**src/rtl/gcd_pkg.sv**
```systemverilog
// Shared types and constants for the subtract-based GCD engine.
package gcd_pkg;

   localparam int GCD_WIDTH = 4;

   typedef enum logic [1:0] {
      GCD_IDLE = 2'd0,
      GCD_RUN  = 2'd1,
      GCD_DONE = 2'd2
   } gcd_state_t;

endpackage

```
**src/rtl/gcd_ctrl.sv**
```systemverilog
// Control FSM for gcd_core: sequences IDLE -> RUN -> DONE and decodes both handshakes.
module gcd_ctrl
   import gcd_pkg::*;
(
   input  logic       clk,
   input  logic       rst_n,
   input  logic       in_valid,
   input  logic       out_ready,
   input  logic       run_stop,
   output logic       in_ready,
   output logic       out_valid,
   output logic       load,
   output gcd_state_t state
);

   gcd_state_t state_q;
   gcd_state_t state_d;

   always_ff @(posedge clk or negedge rst_n) begin
      if (!rst_n) begin
         state_q <= GCD_IDLE;
      end else begin
         state_q <= state_d;
      end
   end

   // Handshakes: a transfer happens on a rising edge where valid && ready are both high;
   // valid never depends on ready, and a result is held stable until it is taken.
   always_comb begin
      state_d = state_q;
      case (state_q)
         GCD_IDLE: if (in_valid)  state_d = GCD_RUN;
         GCD_RUN:  if (run_stop)  state_d = GCD_DONE;
         GCD_DONE: if (out_ready) state_d = GCD_IDLE;
         default:                 state_d = GCD_IDLE;
      endcase
   end

   always_comb begin
      in_ready  = (state_q == GCD_IDLE);
      out_valid = (state_q == GCD_DONE);
      load      = (state_q == GCD_IDLE) && in_valid;
      state     = state_q;
   end

endmodule

```
**src/rtl/substractor.sv**
```systemverilog
// 4-bit two's-complement subtractor stage: y = a + ~b + 1.
module substractor (
   input  logic [3:0] a,
   input  logic [3:0] b,
   output logic [3:0] y
);

   assign y = a + ~b + 4'd1;

endmodule

```
**src/rtl/gcd_core.sv**
```systemverilog
// Sequential GCD engine: the larger operand is replaced by |A-B| each cycle until one is zero or both match.
module gcd_core
   import gcd_pkg::*;
#(
   parameter int WIDTH = GCD_WIDTH
) (
   input  logic             clk,
   input  logic             rst_n,
   input  logic             in_valid,
   output logic             in_ready,
   input  logic [WIDTH-1:0] in_a,
   input  logic [WIDTH-1:0] in_b,
   output logic             out_valid,
   input  logic             out_ready,
   output logic [WIDTH-1:0] out_gcd,
   output logic [WIDTH-1:0] out_iters
);

   logic [WIDTH-1:0] ra, rb, iters, res;
   logic [WIDTH-1:0] sub_a, sub_b, diff;
   logic [WIDTH:0]   cmp_sum;
   logic             a_ge_b, a_eq_b, any_zero, run_stop, load;
   gcd_state_t       state;

   gcd_ctrl u_ctrl (
      .clk       (clk),
      .rst_n     (rst_n),
      .in_valid  (in_valid),
      .out_ready (out_ready),
      .run_stop  (run_stop),
      .in_ready  (in_ready),
      .out_valid (out_valid),
      .load      (load),
      .state     (state)
   );

   // Carry-out of ra + ~rb + 1 is the ra >= rb flag; a zero low part then means equality.
   assign cmp_sum  = {1'b0, ra} + {1'b0, ~rb} + {{WIDTH{1'b0}}, 1'b1};
   assign a_ge_b   = cmp_sum[WIDTH];
   assign a_eq_b   = a_ge_b && (cmp_sum[WIDTH-1:0] == '0);
   assign any_zero = (ra == '0) || (rb == '0);
   assign run_stop = any_zero || a_eq_b;

   assign sub_a = a_ge_b ? ra : rb;
   assign sub_b = a_ge_b ? rb : ra;

   generate
      if (WIDTH == 4) begin : g_sub4
         substractor u_sub (
            .a (sub_a),
            .b (sub_b),
            .y (diff)
         );
      end else begin : g_subn
         assign diff = sub_a + ~sub_b + {{(WIDTH-1){1'b0}}, 1'b1};
      end
   endgenerate

   always_ff @(posedge clk or negedge rst_n) begin
      if (!rst_n) begin
         ra    <= '0;
         rb    <= '0;
         iters <= '0;
         res   <= '0;
      end else if (load) begin
         ra    <= in_a;
         rb    <= in_b;
         iters <= '0;
      end else if (state == GCD_RUN) begin
         if (any_zero) begin
            res <= ra | rb;
         end else if (a_eq_b) begin
            res <= ra;
         end else begin
            if (a_ge_b) ra <= diff;
            else        rb <= diff;
            iters <= iters + {{(WIDTH-1){1'b0}}, 1'b1};
         end
      end
   end

   assign out_gcd   = res;
   assign out_iters = iters;

endmodule

```
**config.mk**
```make
export PLATFORM = sky130hd
export DESIGN_NAME = gcd_core
export DESIGN_NICKNAME = d
export VERILOG_FILES = /design/src/rtl/gcd_pkg.sv /design/src/rtl/gcd_ctrl.sv /design/src/rtl/substractor.sv /design/src/rtl/gcd_core.sv
export SDC_FILE = /design/constraint.sdc
export NUM_CORES = 1
export LEC_CHECK = 0
export BUFFER_PORTS_ARGS = -buffer_cell sky130_fd_sc_hd__buf_4
export CORE_ASPECT_RATIO = 0.7
export CORE_UTILIZATION = 61
export DETAILED_ROUTE_END_ITERATION = 6
export PLACE_DENSITY = 0.94
export SETUP_SLACK_MARGIN = 0.15
export SLEW_MARGIN = 20
export SYNTH_ARGS = -nofsm -noshare
export SYNTH_HDL_FRONTEND = slang
export SYNTH_HIERARCHICAL = 1
export SYNTH_SLANG_ARGS = --single-unit
```
**constraint.sdc**
```tcl
create_clock -name clk -period 8.29 [get_ports clk]
set_input_delay 0.4145 -clock clk [delete_from_list [all_inputs] [get_ports clk]]
set_output_delay 0.4145 -clock clk [all_outputs]
set_load 0.02 [all_outputs]
```
==> qor.csv, run 1 <==
stage;metric;value;unit
layout;final_nets;205;
critical_path;ff2ff_setup_slack;4.61;ns
global_route;grt_use_met3;8.84;%
clock_tree;cts_made_buffers;3;
sta;finalClockSkew;0.00402;ns
critical_path;endpoint_kind;register;
logic_synthesis;avgSynthCellArea;9.33;µm²
placed_design;placed_area;0.00163;mm²
sta;rsz0062_at_grt;no;
logic_synthesis;synth.yosys.seq_area_share;31.0;%
logic_synthesis;synth_top_flop_cell;dfrtp_1;
global_route;antenna_found_initial;0;
global_route;grt_max_degree;19;
clock_tree;cts.sinks;18;
placed_design;hpwl;2690;µm
run_status;status;completed;
critical_path;crit_arrival;3.92;ns
clock_tree;clockBufferDepth;2;
sta;tns;0;ns
run;maxCapViolCount;0;
route;drc;0;
critical_path;path_class;reg -> reg;
floorplanning;dieArea;0.00259;mm²
route;routedWlPerCell;16.9;µm
logic_synthesis;synth_top_area_share;31.0;%
clock_tree;cts_root_buf;clkbuf_4;
global_route;met2_usage;49.9;%
global_route;grt-ovfl-total;0;
logic_synthesis;yosys.area.top_type;dfrtp_1;
clock_tree;cts_tree;done;
layout;nFillCells;157;
sta;relSlewSlack;52.2;%
critical_path;required;8.52;ns
route;first_pass_iters;4;
floorplanning;start_util;65.9;%
critical_path;startpoint_type;register;
logic_synthesis;synth_nets;182;
global_route;met1_usage;41.7;%
route;via_count;1268;
logic_synthesis;synth-async-reset-ratio;100;%
global_route;top_usage_layer;met2;
route;drtAntennaViolNets;0;
floorplanning;placementRows;14;
floorplanning;die_w;60.4;µm
logic_synthesis;synth_area;0.00146;mm²
critical_path;crit_fanout;13;
layout;design_area;0.00168;mm²
logic_synthesis;yosys.cell_types.count;43;
floorplanning;ios;22;
sta;hold_viol;0;
placed_design;io_buffers;21;
logic_synthesis;ys_warn_count;6;
logic_synthesis;yosysMostFrequentCell;dfrtp_1;
sta;fmax;271;MHz
logic_synthesis;synthCells;156;
floorplanning;die_h;42.9;µm
layout;syn2layout_area_growth;15.2;%
sta;timing.final.crit_share;44.4;%
clock_tree;htree_levels;1;
placed_design;gp_routability_congestion;0.969;
route;vias_per_cell;6.04;
sta;worst_slew_pin_slew;0.714;ns
logic_synthesis;synth_edf_count;0;
clock_tree;insertion_delay;0.31;ns
global_route;grt.total_usage;31.6;%
global_route;grt_pass1_vias;1283;
layout;n_antenna_cell;0;
floorplanning;core;0.00221;mm²
clock_tree;clk_pin_slew;0.11;ns
logic_synthesis;synthTopCellsByArea;dfrtp_1 31%, ha_1 10%, o21ai_0 4.5%, inv_1 4.4%, mux2_4 4.1%;
route;drt_wl_total;3540;µm
layout;drive_above_1_share;22.5;%
sta;finalMaxSlewViolations;0;
sta;min_period;3.68;ns
global_route;grt_pass1_wl;5870;µm
hold_path;hold_path.class;in -> reg;
sta;setup_viol;0;
logic_synthesis;ys_ff_latch;18;
logic_synthesis;synth_commonest_cells;18 x dfrtp_1, 17 x inv_1, 16 x nand2_1;
route;drt_iter0_drc;49;
## area by class of cell
cell class | count | area [µm²] | share of cell area, %
inverters | 18 | 67.6 | 4.03
repair buffers | 22 | 168 | 10.0
clock buffers | 4 | 36.3 | 2.16
flip-flops and latches | 18 | 450 | 26.9
well taps | 32 | 40.0 | 2.39
multi-input cells | 116 | 915 | 54.6
## metrics by stage
step	hold WS, ns	utilization, %	worst slack [ns]	cells
after floorplan	0.119	-	5.27	156
after global placement	0.298	73.9	5.03	205
after detailed placement	0.301	73.9	4.79	205
after CTS	0.254	76.0	4.73	210
after global routing	0.243	76.0	4.40	210
final	0.260	76.0	4.61	210
## metal layers
| metal | vias up | wire, µm |
|---|---|---|
| met3 | 4 | 268 |
| met2 | 60 | 1700 |
| met1 | 604 | 1540 |
| met4 | 0 | 27 |
| met5 | - | 0 |
| li1 | 600 | - |
## cells in the final DEF, fill, tap and decap left out, drive strengths merged, types with 2 or more instances in the layout
| cell type | n |
|---|---|
| a31oi | 4 |
| ha | 12 |
| o22ai | 4 |
| nor2b | 5 |
| a21oi | 4 |
| mux2i | 5 |
| nor4 | 5 |
| nor3 | 3 |
| o21ai | 21 |
| xor2 | 2 |
| nand2 | 16 |
| mux2 | 5 |
| inv | 17 |
| buf | 21 |
| a2bb2oi | 4 |
| nand2b | 3 |
| o31a | 2 |
| clkbuf | 4 |
| dfrtp | 18 |
| o21a | 2 |
| nor2 | 6 |
| fa | 2 |
## worst max-delay path, stage by stage (launching register included)
cell and delay (ns):
dfrtp_1 0.43, inv_1 0.13, ha_1 0.19, inv_1 0.06, fa_1 0.37, nor2b_1 0.17, o21a_1 0.22, nor2_1 0.56
o21ai_0 0.21, inv_1 0.09, ha_1 0.17, inv_1 0.06, fa_1 0.37, xor2_1 0.26, a31oi_1 0.14, a2bb2oi_1 0.17
## worst paths after layout
check | from | endpoint | depth (start not counted)
min | out_ready | u_ctrl/state[1] | 2
max reg2reg | ra[0] | ra[2] | 15
max in group asynchronous | rst_n | ra[2] | 2
min reg2reg | out_gcd[3] | out_gcd[3] | 1
min in group asynchronous | rst_n | out_gcd[1] | 2
max | ra[0] | ra[2] | 15
## kinds of logic after synthesis
logic type	Yosys count	synth area share [%]
buffers and inverters	22	6.19
adder cells (fa/ha/maj)	14	13.1
multiplexers	10	8.34
flip-flops	18	31.0
XOR/XNOR	3	1.81
AND/OR/NAND/NOR	44	18.1
AO/OA/AOI/OAI	45	21.6
## timing repair
item | in CTS | in global routing
endpoints found under the hold margin | 18 | 0
endpoints found under the setup margin | 0 | 0
resized for setup | 0 | 0
hold buffers | 1 | 0
buffers inserted | 0 | 0
## flip-flops by register name, summed over array words and instances, names as in the netlist
name and count:
u_ctrl/state 2, out_iters 4, out_gcd 4, rb 4, ra 4
Power of run 1 is not shown: default switching activity piles up to over one toggle a cycle in this logic, so the estimate is an artifact.
==> inputs of run 2 (changes only) <==
--- a/config.mk
+++ b/config.mk
@@ -7,9 +7,9 @@
 export LEC_CHECK = 0
 export BUFFER_PORTS_ARGS = -buffer_cell sky130_fd_sc_hd__buf_4
 export CORE_ASPECT_RATIO = 0.7
-export CORE_UTILIZATION = 61
+export CORE_UTILIZATION = 56
 export DETAILED_ROUTE_END_ITERATION = 6
-export PLACE_DENSITY = 0.94
+export PLACE_DENSITY = 0.88
 export SETUP_SLACK_MARGIN = 0.15
 export SLEW_MARGIN = 20
 export SYNTH_ARGS = -nofsm -noshare
==> constraint.sdc (replaced) <==
create_clock -name clk -period 3.4 [get_ports clk]
set_input_delay 0.17 -clock clk [delete_from_list [all_inputs] [get_ports clk]]
set_output_delay 0.17 -clock clk [all_outputs]
set_load 0.02 [all_outputs]
==> run 2 against run 1 <==
Compared with the run above:
- via count grew 3.5%
- fmax grew 15%
- largest cell class unchanged
- setup slack lost 4.4 ns
- global-route usage shrank 4.8 points
- non-clock buffer count grew 4
- first-iteration DRC count grew 86%
- clock skew shrank 0.0015 ns
- cell count grew 2.9%
- register-to-register slack lost 4.4 ns
- final area grew 5.6%
- sequential share of layout area shrank 1.4 points
==> qor.csv, run 2 (same netlist as run 1, synthesis figures left out) <==
stage;metric;value;unit;change
sta;relSlewSlack;62.1;%;+9.9 points
critical_path;ff2ff_setup_slack;0.20;ns;-4.41 ns
floorplanning;die_w;62.9;µm;+4.2%
clock_tree;clk_pin_slew;0.07;ns;-0.04 ns
clock_tree;cts_tree;done;;
critical_path;max_stage_delay;0.42;ns;-0.14 ns
global_route;grt_pass1_vias;1245;;-3.0%
critical_path;crit_arrival;3.35;ns;-0.57 ns
global_route;grt_pass1_wl;5680;µm;-3.2%
clock_tree;cts_root_buf;clkbuf_8;;
hold_path;hold_path.class;in -> reg;;
run_status;status;completed;;
sta;finalClockSkew;0.00248;ns;-0.00154 ns
route;via_count;1313;;+3.5%
critical_path;endpoint_kind;register;;
sta;min_period;3.20;ns;-0.483 ns
sta;setup_viol;0;;unchanged
placed_design;io_buffers;21;;unchanged
global_route;grt-ovfl-total;0;;unchanged
floorplanning;core;0.00246;mm²;+11%
route;first_pass_iters;4;;unchanged
floorplanning;die_h;44.7;µm;+4.2%
floorplanning;ios;22;;unchanged
global_route;antenna_found_initial;0;;unchanged
critical_path;required;3.54;ns;-4.98 ns
critical_path;path_class;reg -> reg;;
clock_tree;htree_levels;1;;unchanged
route;drtAntennaViolNets;0;;unchanged
placed_design;hpwl;2610;µm;-3.0%
route;drt_iter0_drc;91;;+86%
critical_path;reg2regPathDepth;16;;+1
critical_path;crit_fanout;6;;-7
critical_path;reg2reg_to;ra[2];;
route;routedWlPerCell;17.4;µm;+3.4%
layout;syn2layout_area_growth;21.7;%;
sta;hold_viol;0;;unchanged
sta;worst_slew_pin_slew;0.568;ns;-0.146 ns
sta;timing.final.crit_share;94.2;%;+50 points
layout;final_nets;209;;+2.0%
layout;design_area;0.00177;mm²;+5.6%
layout;final_common_cell;buf_4;;
critical_path;reg2reg_from;ra[0];;
sta;fmax;312;MHz;+15%
route;vias_per_cell;6.08;;+0.67%
hold_path;min_from;out_ready;;
clock_tree;cts.sinks;18;;unchanged
run;maxCapViolCount;0;;unchanged
floorplanning;dieArea;0.00281;mm²;+8.6%
clock_tree;clockBufferDepth;2;;unchanged
critical_path;slowest_stage;dfrtp_1;;
critical_path;cp_cell_sequence;inv_2, ha_1, inv_1, fa_2, nor2b_2, o21a_2, nor2_4, buf_6, nand2_1, o21ai_0, ha_2, inv_1, fa_2, xor2_2, a31oi_1, a2bb2oi_2;;
clock_tree;insertion_delay;0.26;ns;-0.05 ns
sta;tns;0;ns;unchanged
hold_path;hold-path-endpoint;u_ctrl/state[1];;
layout;n_antenna_cell;0;;unchanged
layout;drive_above_1_share;30.8;%;+8.3 points
floorplanning;placementRows;15;;+1
sta;finalMaxSlewViolations;0;;unchanged
placed_design;placed_area;0.00164;mm²;+0.61%
hold_path;hold_path_depth;2;;unchanged
sta;rsz0062_at_grt;no;;
layout;layout_common_cells;23 x buf_4, 17 x dfrtp_1, 16 x inv_1, 16 x nand2_1, 12 x o21ai_0;;
global_route;grt.total_usage;26.8;%;-4.8 points
clock_tree;cts_made_buffers;3;;unchanged
route;drt_wl_total;3770;µm;+6.4%
placed_design;gp_routability_congestion;0.888;;-8.4%
floorplanning;start_util;59.2;%;-6.7 points
critical_path;startpoint_type;register;;
route;drc;0;;unchanged
global_route;grt_max_degree;19;;unchanged
## run 2: worst max path at each step
stage          start  endpoint  cells past startpoint
2_1_floorplan  ra[0]     rb[2]                     16
3_3_place_gp   ra[0]     ra[3]                     17
3_5_place_dp   ra[0]     rb[1]                     16
4_1_cts        ra[0]     rb[1]                     16
5_1_grt        ra[0]     ra[2]                     16
6_report       ra[0]     ra[2]                     16
## run 2: stage by stage
step           hold WS, ns  cells  util, %  worst slack (ns)
2_1_floorplan       -0.126    156        -             0.378
4_1_cts             0.0765    215     70.2             0.176
3_5_place_dp        0.0579    208     66.7             0.199
3_3_place_gp        0.0543    208     66.7             0.389
5_1_grt             0.0779    216     72.0            0.0727
6_report            0.0768    216     72.0             0.198
## run 2: repair_timing
action,4_1_cts,5_1_grt
hold buffers,1,0
gates resized for setup,2,14
endpoints found under the setup margin,1,6
pin swaps,1,5
endpoints found under the hold margin,18,0
setup buffers,1,1
cloned,1,0
## run 2: cell type report
cell class	instances	area (µm²)
Clock buffer	4	55.1
Fill cell	188	688
Inverter	18	67.6
Multi-Input combinational cell	116	955
Sequential cell	18	452
Tap cell	34	42.5
Timing Repair Buffer	26	199
## run 2: layer usage
metal	part of all wire [%]	routed length [µm]	GRT usage [%]
met1	43	1600	33.8
met2	48	1810	47.1
met3	7.9	298	5.15
met4	1.4	53	8.37
met5	0	0	0
## run 2: worst max-delay path: cells and delay by family (launching register included)
kind | cells | cell delay [ns]
simple gates | 3 | 0.37
buf+inv | 4 | 0.37
compound gates | 4 | 0.64
xor+xnor | 1 | 0.16
flops | 1 | 0.42
fa+ha+maj | 4 | 1.11
Power of run 2 is left out for the same reason.
==> inputs of run 3 (changes only) <==
--- a/config.mk
+++ b/config.mk
@@ -7,6 +7,7 @@
 export LEC_CHECK = 0
 export BUFFER_PORTS_ARGS = -buffer_cell sky130_fd_sc_hd__buf_4
 export CORE_ASPECT_RATIO = 0.7
+export CORE_MARGIN = 8
 export CORE_UTILIZATION = 56
 export DETAILED_ROUTE_END_ITERATION = 6
 export PLACE_DENSITY = 0.88
==> run 3 against run 2 <==
Compared with the run above:
- fmax down 0.27%
- clock-buffer cell count is the same
- clock skew grew 0.0014 ns
==> qor.csv, run 3 (same netlist as run 1, synthesis figures left out) <==
stage;metric;value;unit;change
critical_path;required;3.58;ns;+0.04 ns
global_route;grt_pass1_wl;5900;µm;+3.9%
layout;layout_common_cells;26 x buf_4, 17 x dfrtp_1, 16 x inv_1, 16 x nand2_1, 12 x o21ai_0;;
placed_design;hpwl;2750;µm;+5.1%
clock_tree;clk_pin_slew;0.08;ns;about the same
placed_design;pre_cts_slack;0.180;ns;-0.0194 ns
run_status;status;completed;;
floorplanning;core;0.00246;mm²;unchanged
clock_tree;htree_levels;1;;unchanged
floorplanning;placementRows;15;;unchanged
sta;setup_viol;0;;unchanged
layout;nFillCells;170;;-9.6%
layout;drive_above_1_share;31.9;%;+1.1 points
critical_path;path_class;reg -> reg;;
sta;fin_ws;0.189;ns;-0.00877 ns
placed_design;io_buffers;21;;unchanged
layout;final_common_cell;buf_4;;
critical_path;reg2reg_from;ra[0];;
critical_path;crit_fanout;6;;unchanged
hold_path;hold_path.class;in -> reg;;
clock_tree;cts_made_buffers;3;;unchanged
route;routedWlPerCell;18.0;µm;+3.1%
critical_path;reg2regPathDepth;18;;+2
layout;syn2layout_area_growth;23.0;%;
sta;relSlewSlack;58.7;%;-3.5 points
clock_tree;clockBufferDepth;2;;unchanged
global_route;antenna_found_initial;0;;unchanged
sta;hold_slack;0.0669;ns;-0.00990 ns
route;first_pass_iters;4;;unchanged
global_route;grt-ovfl-total;0;;unchanged
layout;utilization;72.8;%;+0.81 points
floorplanning;dieArea;0.00451;mm²;+61%
clock_tree;insertion_delay;0.27;ns;about the same
critical_path;cp-endpoint;rb[3];;
sta;min_period;3.21;ns;+0.00877 ns
critical_path;reg2reg_to;rb[3];;
sta;worst_slew_pin_slew;0.615;ns;+0.0467 ns
run;maxCapViolCount;0;;unchanged
sta;finalMaxSlewViolations;0;;unchanged
layout;n_antenna_cell;0;;unchanged
clock_tree;cts_root_buf;clkbuf_8;;
critical_path;ff2ff_setup_slack;0.19;ns;about the same
global_route;grt_max_degree;19;;unchanged
critical_path;endpoint_kind;register;;
route;drt_iter0_drc;90;;-1.1%
route;drtAntennaViolNets;0;;unchanged
placed_design;placed_area;0.00164;mm²;unchanged
critical_path;crit_start;ra[0];;
global_route;grt_pass1_vias;1218;;-2.2%
placed_design;gp_routability_congestion;0.922;;+3.9%
floorplanning;die_h;58.7;µm;+31%
route;drt_wl_total;3940;µm;+4.5%
global_route;grt.total_usage;16.4;%;-10 points
route;vias_per_cell;6.09;;+0.13%
critical_path;startpoint_type;register;;
layout;design_area;0.00179;mm²;+1.1%
floorplanning;start_util;59.2;%;unchanged
layout;final_nets;212;;+1.4%
critical_path;crit_arrival;3.39;ns;+0.04 ns
sta;finalClockSkew;0.00385;ns;+0.00137 ns
route;drc;0;;unchanged
sta;hold_viol;0;;unchanged
sta;timing.final.crit_share;94.4;%;+0.26 points
clock_tree;cts.sinks;18;;unchanged
sta;fmax;311;MHz;-0.27%
route;via_count;1333;;+1.5%
floorplanning;ios;22;;unchanged
floorplanning;die_w;76.9;µm;+22%
clock_tree;cts_tree;done;;
run 3: repair_timing:
item	CTS	global route
setup endpoints to repair	0	6
gates resized for setup	0	16
setup buffers	0	5
hold buffers	1	0
endpoints found under the hold margin	18	0
run 3: area by class of cell:
type	instances	area, µm²	share of cell area, %
well taps	34	42.5	2.38
flip-flops and latches	18	452	25.2
repair buffers	29	221	12.4
clock buffers	4	55.1	3.07
inverters	18	67.6	3.77
multi-input cells	116	952	53.2
run 3: worst min path at each step:
stage               cells after the start      start               to  slack (ns)
CTS                                     2  out_ready  u_ctrl/state[1]        0.07
detailed placement                      1      rst_n     out_iters[1]        0.06
global route                            2  out_ready  u_ctrl/state[1]        0.08
finish                                  2  out_ready  u_ctrl/state[1]        0.07
global placement                        1      rst_n     out_iters[0]        0.05
floorplan                               0      rst_n       out_gcd[0]       -0.13
run 3: critical path, stage by stage (launching register included):
cell and delay, ns:
dfrtp_1 0.42, inv_2 0.08, ha_2 0.17, inv_1 0.05, fa_2 0.34, nor2b_4 0.14
o21a_1 0.20, nor2_2 0.17, buf_6 0.14, buf_4 0.11, nand2_1 0.04, o21ai_0 0.09
ha_2 0.33, a21oi_2 0.15, o21ai_2 0.09, xnor2_1 0.22, buf_4 0.15, mux2i_1 0.06
o21ai_1 0.16
run 3: through the flow:
step / instances / setup TNS, ns
after floorplan: 156 / 0
after global placement: 208 / 0
after detailed placement: 208 / 0
after CTS: 213 / 0
after global routing: 219 / -0.0231
final: 219 / 0
run 3: routing by layer:
layer  up-vias  track usage, %  wire length, µm
li1        612               -                -
met1       636            20.1             1620
met2        64            27.3             1890
met3        21            4.56              307
met4         0            5.72              114
met5         -               0                0
Power of run 3 is left out for the same reason.
